<file path="config.mk">
export PLATFORM = sky130hd
export DESIGN_NAME = kbd_host_tx
export DESIGN_NICKNAME = d
export VERILOG_FILES = /design/src/rtl/kbd_host_tx_pkg.sv /design/src/rtl/ps2_edge_sync.sv /design/src/rtl/kbd_host_tx.sv
export SDC_FILE = /design/constraint.sdc
export NUM_CORES = 1
export LEC_CHECK = 0
export ABC_AREA = 1
export BUFFER_PORTS_ARGS = -buffer_cell sky130_fd_sc_hd__clkbuf_2
export CAP_MARGIN = 20
export CORE_MARGIN = 3
export CORE_UTILIZATION = 50
export DETAILED_ROUTE_END_ITERATION = 12
export PLACE_DENSITY = 0.82
export SLEW_MARGIN = 30
export SYNTH_ARGS = -nofsm -noshare
export SYNTH_HDL_FRONTEND = slang
export SYNTH_SLANG_ARGS = --single-unit
</file>
<file path="constraint.sdc">
create_clock -name clk -period 1.7 [get_ports clk]
set_clock_uncertainty 0.15 [all_clocks]
set_input_delay 0.085 -clock clk [delete_from_list [all_inputs] [get_ports clk]]
set_output_delay 0.085 -clock clk [all_outputs]
set_load 0.005 [all_outputs]
</file>
<file path="src/rtl/kbd_host_tx_pkg.sv">
// Shared definitions for the PS/2 host-to-device transmitter.
// Holds the FSM state encoding, common keyboard command bytes, edge-count milestones
// and the odd-parity helper.
package kbd_host_tx_pkg;

  // State encoding
  localparam logic [2:0] ST_IDLE    = 3'd0;
  localparam logic [2:0] ST_INHIBIT = 3'd1;
  localparam logic [2:0] ST_RTS     = 3'd2;
  localparam logic [2:0] ST_BITS    = 3'd3;
  localparam logic [2:0] ST_ACK     = 3'd4;
  localparam logic [2:0] ST_DONE    = 3'd5;

  typedef enum logic [2:0] {
    IDLE    = ST_IDLE,
    INHIBIT = ST_INHIBIT,
    RTS     = ST_RTS,
    BITS    = ST_BITS,
    ACK     = ST_ACK,
    DONE    = ST_DONE
  } tx_state_t;

  // Common keyboard commands
  localparam logic [7:0] CMD_SET_LEDS = 8'hED;
  localparam logic [7:0] CMD_ENABLE   = 8'hF4;
  localparam logic [7:0] CMD_RESET    = 8'hFF;

  // Device clock falling-edge milestones within a frame
  localparam logic [3:0] LAST_DATA_EDGE = 4'd8;
  localparam logic [3:0] PARITY_EDGE    = 4'd9;
  localparam logic [3:0] STOP_EDGE      = 4'd10;

  // Odd parity: the 9 transmitted bits carry an odd number of ones.
  function automatic logic odd_parity(input logic [7:0] d);
    return ~^d;
  endfunction

endpackage

</file>
<file path="src/rtl/ps2_edge_sync.sv">
// Purpose: filter the raw PS/2 clock line and flag each falling edge.
// Latency: the edge flag fires 4 cycles after the first low sample.
// Backpressure: none; the flag is a single-cycle pulse per edge.
// Ports: clk, reset (async, active-high), line_in (raw line), fall (edge pulse).
module ps2_edge_sync (
  input  logic clk,
  input  logic reset,
  input  logic line_in,
  output logic fall
);

  logic [7:0] history;

  always_ff @(posedge clk or posedge reset) begin
    if (reset) history <= 8'h00;
    else       history <= {history[6:0], line_in};
  end

  // Four stable highs followed by four stable lows; this pattern holds for
  // exactly one cycle, so it doubles as glitch filter and one-shot.
  assign fall = (history[7:4] == 4'hF) && (history[3:0] == 4'h0);

endmodule

</file>
<file path="src/rtl/kbd_host_tx.sv">
// Purpose: PS/2 host-to-device byte transmitter (inhibit, request-to-send, 8 data bits,
//          odd parity, stop bit, device ACK) driving open-drain lines via output enables.
// Latency: INHIBIT_CYCLES + 1 RTS cycle + 11 device clock edges + 1 DONE cycle.
// Backpressure: tx_start is only accepted in IDLE; requests while busy are dropped.
// Ports: clk, reset (async, active-high), ps2clk_in/ps2data_in (raw lines),
//        ps2clk_oe/ps2data_oe (1 = pull low), tx_data/tx_start (request),
//        tx_busy, tx_done (pulse), tx_ack_ok, tx_error (valid with tx_done).
// Optional: define KBD_TX_TIMEOUT_EN to abort when the device clock stalls for
//           TIMEOUT_CYCLES while the frame is in flight.
module kbd_host_tx
  import kbd_host_tx_pkg::*;
#(
  parameter int unsigned INHIBIT_CYCLES = 5000,
  parameter int unsigned TIMEOUT_CYCLES = 750000
) (
  input  logic       clk,
  input  logic       reset,
  input  logic       ps2clk_in,
  input  logic       ps2data_in,
  output logic       ps2clk_oe,
  output logic       ps2data_oe,
  input  logic [7:0] tx_data,
  input  logic       tx_start,
  output logic       tx_busy,
  output logic       tx_done,
  output logic       tx_ack_ok,
  output logic       tx_error
);

  localparam int unsigned INH_W = $clog2(INHIBIT_CYCLES + 1);

  tx_state_t        state;
  logic [INH_W-1:0] inh_cnt;
  logic [3:0]       edge_cnt;
  logic [3:0]       edge_next;
  logic [7:0]       data_q;
  logic             parity_q;
  logic             clk_fall;
  logic             tmo_hit;

  ps2_edge_sync u_clk_sync (
    .clk     (clk),
    .reset   (reset),
    .line_in (ps2clk_in),
    .fall    (clk_fall)
  );

  assign edge_next = edge_cnt + 4'd1;

`ifdef KBD_TX_TIMEOUT_EN
  localparam int unsigned TMO_W = $clog2(TIMEOUT_CYCLES + 1);

  logic [TMO_W-1:0] tmo_cnt;

  // Counts idle cycles between device edges; cleared in RTS so it starts
  // from zero on entry to BITS.
  always_ff @(posedge clk or posedge reset) begin
    if (reset)                              tmo_cnt <= '0;
    else if (state == RTS || clk_fall)      tmo_cnt <= '0;
    else if (state == BITS || state == ACK) tmo_cnt <= tmo_cnt + 1'b1;
  end

  assign tmo_hit = (state == BITS || state == ACK) && !clk_fall &&
                   (tmo_cnt == TMO_W'(TIMEOUT_CYCLES - 1));
`else
  assign tmo_hit = 1'b0;
`endif

  always_ff @(posedge clk or posedge reset) begin
    if (reset) begin
      state      <= IDLE;
      ps2clk_oe  <= 1'b0;
      ps2data_oe <= 1'b0;
      tx_busy    <= 1'b0;
      tx_done    <= 1'b0;
      tx_ack_ok  <= 1'b0;
      tx_error   <= 1'b0;
      inh_cnt    <= '0;
      edge_cnt   <= 4'd0;
      data_q     <= 8'h00;
      parity_q   <= 1'b0;
    end else begin
      tx_done <= 1'b0;
      case (state)
        IDLE: begin
          if (tx_start) begin
            data_q    <= tx_data;
            parity_q  <= odd_parity(tx_data);
            inh_cnt   <= '0;
            ps2clk_oe <= 1'b1;
            tx_busy   <= 1'b1;
            state     <= INHIBIT;
          end
        end
        INHIBIT: begin
          if (inh_cnt == INH_W'(INHIBIT_CYCLES - 1)) begin
            ps2data_oe <= 1'b1;  // start bit, held through the first device edge
            state      <= RTS;
          end else begin
            inh_cnt <= inh_cnt + 1'b1;
          end
        end
        RTS: begin
          ps2clk_oe <= 1'b0;  // hand the clock to the device
          edge_cnt  <= 4'd0;
          state     <= BITS;
        end
        BITS: begin
          if (tmo_hit) begin
            ps2data_oe <= 1'b0;
            tx_ack_ok  <= 1'b0;
            tx_error   <= 1'b1;
            tx_done    <= 1'b1;
            state      <= DONE;
          end else if (clk_fall) begin
            edge_cnt <= edge_next;
            if (edge_next <= LAST_DATA_EDGE) begin
              ps2data_oe <= ~data_q[3'(edge_next - 4'd1)];
            end else if (edge_next == PARITY_EDGE) begin
              ps2data_oe <= ~parity_q;
            end else if (edge_next == STOP_EDGE) begin
              ps2data_oe <= 1'b0;  // released line floats high as the stop bit
              state      <= ACK;
            end
          end
        end
        ACK: begin
          if (tmo_hit) begin
            tx_ack_ok <= 1'b0;
            tx_error  <= 1'b1;
            tx_done   <= 1'b1;
            state     <= DONE;
          end else if (clk_fall) begin
            tx_ack_ok <= ~ps2data_in;
            tx_error  <= 1'b0;
            tx_done   <= 1'b1;
            state     <= DONE;
          end
        end
        DONE: begin
          tx_busy <= 1'b0;
          state   <= IDLE;
        end
        default: state <= IDLE;
      endcase
    end
  end

endmodule
</file>
== After elaboration in Yosys (flattened, before gate mapping) ==
Index checks and enable logic that the tools add are counted.
Widths: inputs -> output; s select.
Operators by class
  reduce and logical (&&, ||, !) cells: 17
  mux-type cells: 26
  bitwise gates (word level): 3
  equal/unequal tests: 18
  magnitude comparators: 2
  add/sub/neg operators: 3
Operators by type and width (number)
  $mux 13: 2
  $pmux 13 s2: 1
  $mux 3: 7
  $ne 2x2->1 const B: 8
  $pmux 3 s5: 1
  $add 13x1->13 const B: 1
  $eq 13x13->1 const B: 1
  $eq 4x4->1 const B: 3
  $reduce_and 2->1: 5
  $reduce_bool 2->1: 5
  $mux 1: 9
  $pmux 4 s2: 1
  $reduce_xnor 8->1: 1
  $reduce_and 7->1: 1
  $eq 3x2->1 const B: 2
  $eq 3x3->1 const B: 2
  $pmux 1 s2: 3
  $add 4x1->4 const B: 1
  $le 4x4->1 const B: 1
  $logic_not 4->1: 1
  $lt 3x4->1 const B: 1
  $mux 4: 1
  $ne 4x4->1 const B: 1
  $reduce_and 4->1: 1
  7 further kinds: 9
Word-level totals
  input port bits: 13
  register bits: 42
  output and inout port bits: 6
  word-level logic and storage cells: 80

== Depth between registers and ports, before layout ==
  depth after elaboration: 8
  depth in mapped cells: 11
  mapped depth without buffers: 11

== By module ==
From an unflattened synthesis, not the netlist that was laid out.
Second synthesis, totals
  cells, all modules: 281
  area total of the unflattened synthesis: 2254.7 sq um
Modules (own cells, without submodules)
  kbd_host_tx: times used 1, cells an instance 263, sequential area each 850.8 sq um, area an instance 2016.9 sq um
  ps2_edge_sync: times used 1, cells an instance 18, sequential area each 200.2 sq um, area an instance 237.7 sq um

== Worst setup path before layout ==
No wires, ideal clock.
  path type: register -> register
  from: register edge_cnt[0]
  to: register state[1]
  clock period less this slack: 1.732 ns
  arrival time: 1.465 ns
  setup time: 0.117 ns
  data required time: 1.433 ns
  path slack: -0.032 ns
  buffers on the path: 0
  cell stages (with the launch flop): 11
  cell sequence: dfrtp_1 ha_1 or2_4 nand2_1 nand3_1 nand2_1 inv_2 nor2_4 nand2_1 nand2_1 nand2_1
On the way
  cells in the longest elaborated chain, start to end: 4
  elaborated cells between the ends (all ways): 8
  classes of those cells: add/sub (1); order compare (1); eq/ne (5); reduce/logical (1)
RTL lines
  start: declaration: line kbd_host_tx.sv:34  | logic [3:0] edge_cnt;
  start signal: assignment: line kbd_host_tx.sv:116  | edge_cnt <= edge_next;
  $add 4x1->4 (*): line kbd_host_tx.sv:48  | assign edge_next = edge_cnt + 4'd1;
  $le 4x4->1, or another cell as far along: line kbd_host_tx.sv:117  | if (edge_next <= LAST_DATA_EDGE) begin
  $ne 2x2->1 (no source line)
  $reduce_and 7->1 (no source line) (*)
  end signal: assignment: line kbd_host_tx.sv:114  | state <= DONE;
  end signal: assignment: line kbd_host_tx.sv:123  | state <= ACK;
  end signal: assignment: line kbd_host_tx.sv:132  | state <= DONE;
  end: declaration: line kbd_host_tx.sv:32  | tx_state_t state;
Mark *: on every way between the ends. The rest lies on a longest branch, timed or not.
A chain may end at the register's enable or synchronous reset.

== Worst setup path in the final report ==
  from: register edge_cnt[0]
  to: register state[0]
Same word-level chain as after synthesis.

==> flow_metrics.tcl <==
set metrics [dict create \
    cts-root-buf "clkbuf_8" \
    ys_warn_count 0 \
    drive_above_1_share_pct 24.0 \
    grt_remaining_overflow 0 \
    setup_viol 2 \
    power.density_nw_per_um2 1350 \
    num_rows 23 \
    fin_ws_ns -0.0323 \
    switchingPower_uw 1490 \
    syn_nets 302 \
    crit_slowest_cell "dfrtp_1" \
    endpoint_kind "flop" \
    vdd_ir_drop_max_v 0.000689 \
    cts_max_level 2 \
    clk_pin_slew_ns 0.08 \
    drv_cap 0 \
    portBuffers 17 \
    syn2layout_area_growth_pct 25.9 \
    die-area_um2 5320 \
    netlist_instances 285 \
    layout_commonest_cell "nand2_1" \
    antenna_cells 0 \
    critical_path_class "flop to flop" \
    clk_path_buf_depth 2 \
    cp_num_cells 10 \
    crit_buf_inv 1 \
    p_int_uw 2320 \
    start_util_pct 53.7 \
    ys_seq_area_share_pct 46.9 \
    dp_cells 362 \
    hpwl_um 3340 \
    swShare_pct 39.1 \
    finalNetCount 354 \
    crit_path_max_fanout 4 \
    grt_usage_pct 21.3 \
    placed_area_um2 2480 \
    postSynthRegisterBits 42 \
    slew_headroom_pct 65.1 \
    drt_wl_total_um 5130 \
    drc 0 \
    hold_depth 0 \
    drtIter0Drc 177 \
    rsz0062_at_grt "true" \
    finalCriticalPeriod_ns 1.73 \
    holdWs_ns 0.260 \
    violations "setup timing" \
    firstDrtPassIters 4 \
    slew_viol_final 0 \
    syn_avg_cell_area_um2 7.87 \
    die_h_um 73.0 \
    io_pins 19 \
    grt_pass1_vias 2018 \
    vias 2051 \
    drtAntennaViolNets 0 \
    crit_top_cell "nand2_2" \
    slowest_delay_ns 0.43 \
    dp_slack_ns -0.0384 \
    coreArea_um2 4170 \
    cp_top_family "simple AND/OR/NAND/NOR gates" \
    finalCritPeriodShare_pct 102 \
    final_cell_mix "nand2_1 (86), dfrtp_1 (41), nand3_1 (25), nor2_1 (23), inv_1 (20)" \
    grt_max_degree 43 \
    routedWlPerCell_um 13.3 \
    viasPerCell 5.30 \
    clock.fmax_ghz 0.577 \
    clkPwrFrac_pct 21.2 \
    grt_pass1_wl_um 8850 \
    p_leak_uw 0.00136 \
    hold_viol 0 \
    clock-sinks 42 \
    critPathLaunchType "flop" \
    tightestPinTransition_ns 0.523 \
    antenna_found_initial 0 \
    p_seq_share_pct 36.4 \
    pwr-share-comb_pct 42.4 \
    cp_cell_sequence "ha_2, or2_4, nand2_2, nand3_2, nand2_2, inv_2, nor2_4, nand2_2, nand2_1, nand2_1" \
    synth_cell_types 31 \
    hold_path_class "flop to flop" \
    final_cells 387 \
    worstPathArrival_ns 1.77 \
    fp.dieW_um 73.0 \
    r2r_cells 10 \
    cts_buffers 5 \
    clk-insertion-delay-late_ns 0.30 \
    status "finished with violations" \
    routabilityCongestion 0.883 \
    tritoncts "done" \
    cp.required_ns 1.74 \
    stdcell_area_um2 2820 \
    post_synth_instance_area_um2 2240 \
]
path summary, 6_finish.rpt:
check | startpoint | endpoint | slack (ns)
min | u_clk_sync.history[4] | u_clk_sync.history[5] | 0.26
min reg2reg | u_clk_sync.history[4] | u_clk_sync.history[5] | 0.26
min in group asynchronous | reset | edge_cnt[3] | 0.31
max in group asynchronous | reset | state[0] | 0.70
max reg2reg | edge_cnt[0] | state[0] | -0.03
max | edge_cnt[0] | state[0] | -0.03
power groups by stage:
| stage | Combinational [uW] | Sequential, uW | Clock (uW) |
|---|---|---|---|
| after detailed placement | 1430 | 1400 | 0 |
| after global routing | 1820 | 1410 | 854 |
| after global placement | 1390 | 1390 | 0 |
| after CTS | 1480 | 1370 | 827 |
| final | 1620 | 1390 | 807 |
| after floorplan | 1030 | 1380 | 0 |
Yosys cell counts:
cell type	number	area, um^2
conb_1	1	3.75
nor3_1	8	40.0
or2_4	1	8.76
nand2_2	2	12.5
inv_2	6	22.5
ha_1	4	50.1
xor2_1	6	52.6
o21ai_1	4	20.0
xnor2_1	5	43.8
buf_2	1	5.00
inv_1	23	86.3
o21ai_2	1	8.76
dfrtp_1	42	1050
buf_6	1	11.3
nor4_1	1	6.26
o311ai_0	1	8.76
clkinv_1	1	3.75
nor2_1	26	97.6
nand2_4	3	33.8
buf_4	1	7.51
o211ai_2	1	12.5
nor2_2	1	6.26
o22ai_1	3	18.8
o21ai_0	8	40.0
nand4_1	6	37.5
nand3_2	1	10.0
a21oi_1	6	30.0
nand2_1	90	338
and2_1	1	6.26
nor2_4	3	33.8
nand3_1	27	135
area by class of cell:
type	count	area [um^2]
fillers	319	1350
multi-input cells	210	1120
flip-flops and latches	42	1050
repair buffers	48	348
inverters	30	124
clock buffers	6	82.6
well taps	50	62.6
clock inverters	1	30.0
cells by family (layout without fill, tap and decap cells):
logic type      after synthesis  after routing  synth area share (%)
fa+ha+maj                     4              4                  2.23
buf+inv                      33             85                  6.08
simple gates                170            170                  34.2
xor+xnor                     11             11                  4.30
compound gates               24             24                  6.19
other cells                   1              1                 0.167
flops                        42             42                  46.9
metrics by stage:
stage	power, uW	setup TNS [ns]	util (%)
floorplan	2410	0	-
global placement	2780	0	59.4
detailed placement	2820	-0.0698	59.4
CTS	3690	0	65.2
global route	4090	-0.680	67.6
finish	3810	-0.0582	67.6
routing by layer:
| layer | up-vias | part of all wire, % | track usage [%] |
|---|---|---|---|
| met1 | 960 | 43 | 26.7 |
| met5 | - | 0 | 0 |
| li1 | 1019 | - | - |
| met2 | 60 | 50 | 35.7 |
| met4 | 0 | 2.3 | 10.0 |
| met3 | 12 | 4.2 | 3.86 |
sequential cells by signal, summed over array words and instances (netlist names):
signal / cells
inh_cnt: 13
ps2data_oe: 1
data_q: 8
edge_cnt: 4
tx_done: 1
state: 3
parity_q: 1
tx_busy: 1
ps2clk_oe: 1
u_clk_sync.history: 8
tx_ack_ok: 1
timing repair:
action | in CTS | in global routing
cloned | 0 | 0
hold buffers | 12 | 0
gates resized for setup | 1 | 21
setup buffers | 1 | 5
pin swaps | 3 | 9
setup endpoints to repair | 2 | 23
hold endpoints to repair | 55 | 0
No activity file was read; power rests on OpenSTA's default activity.
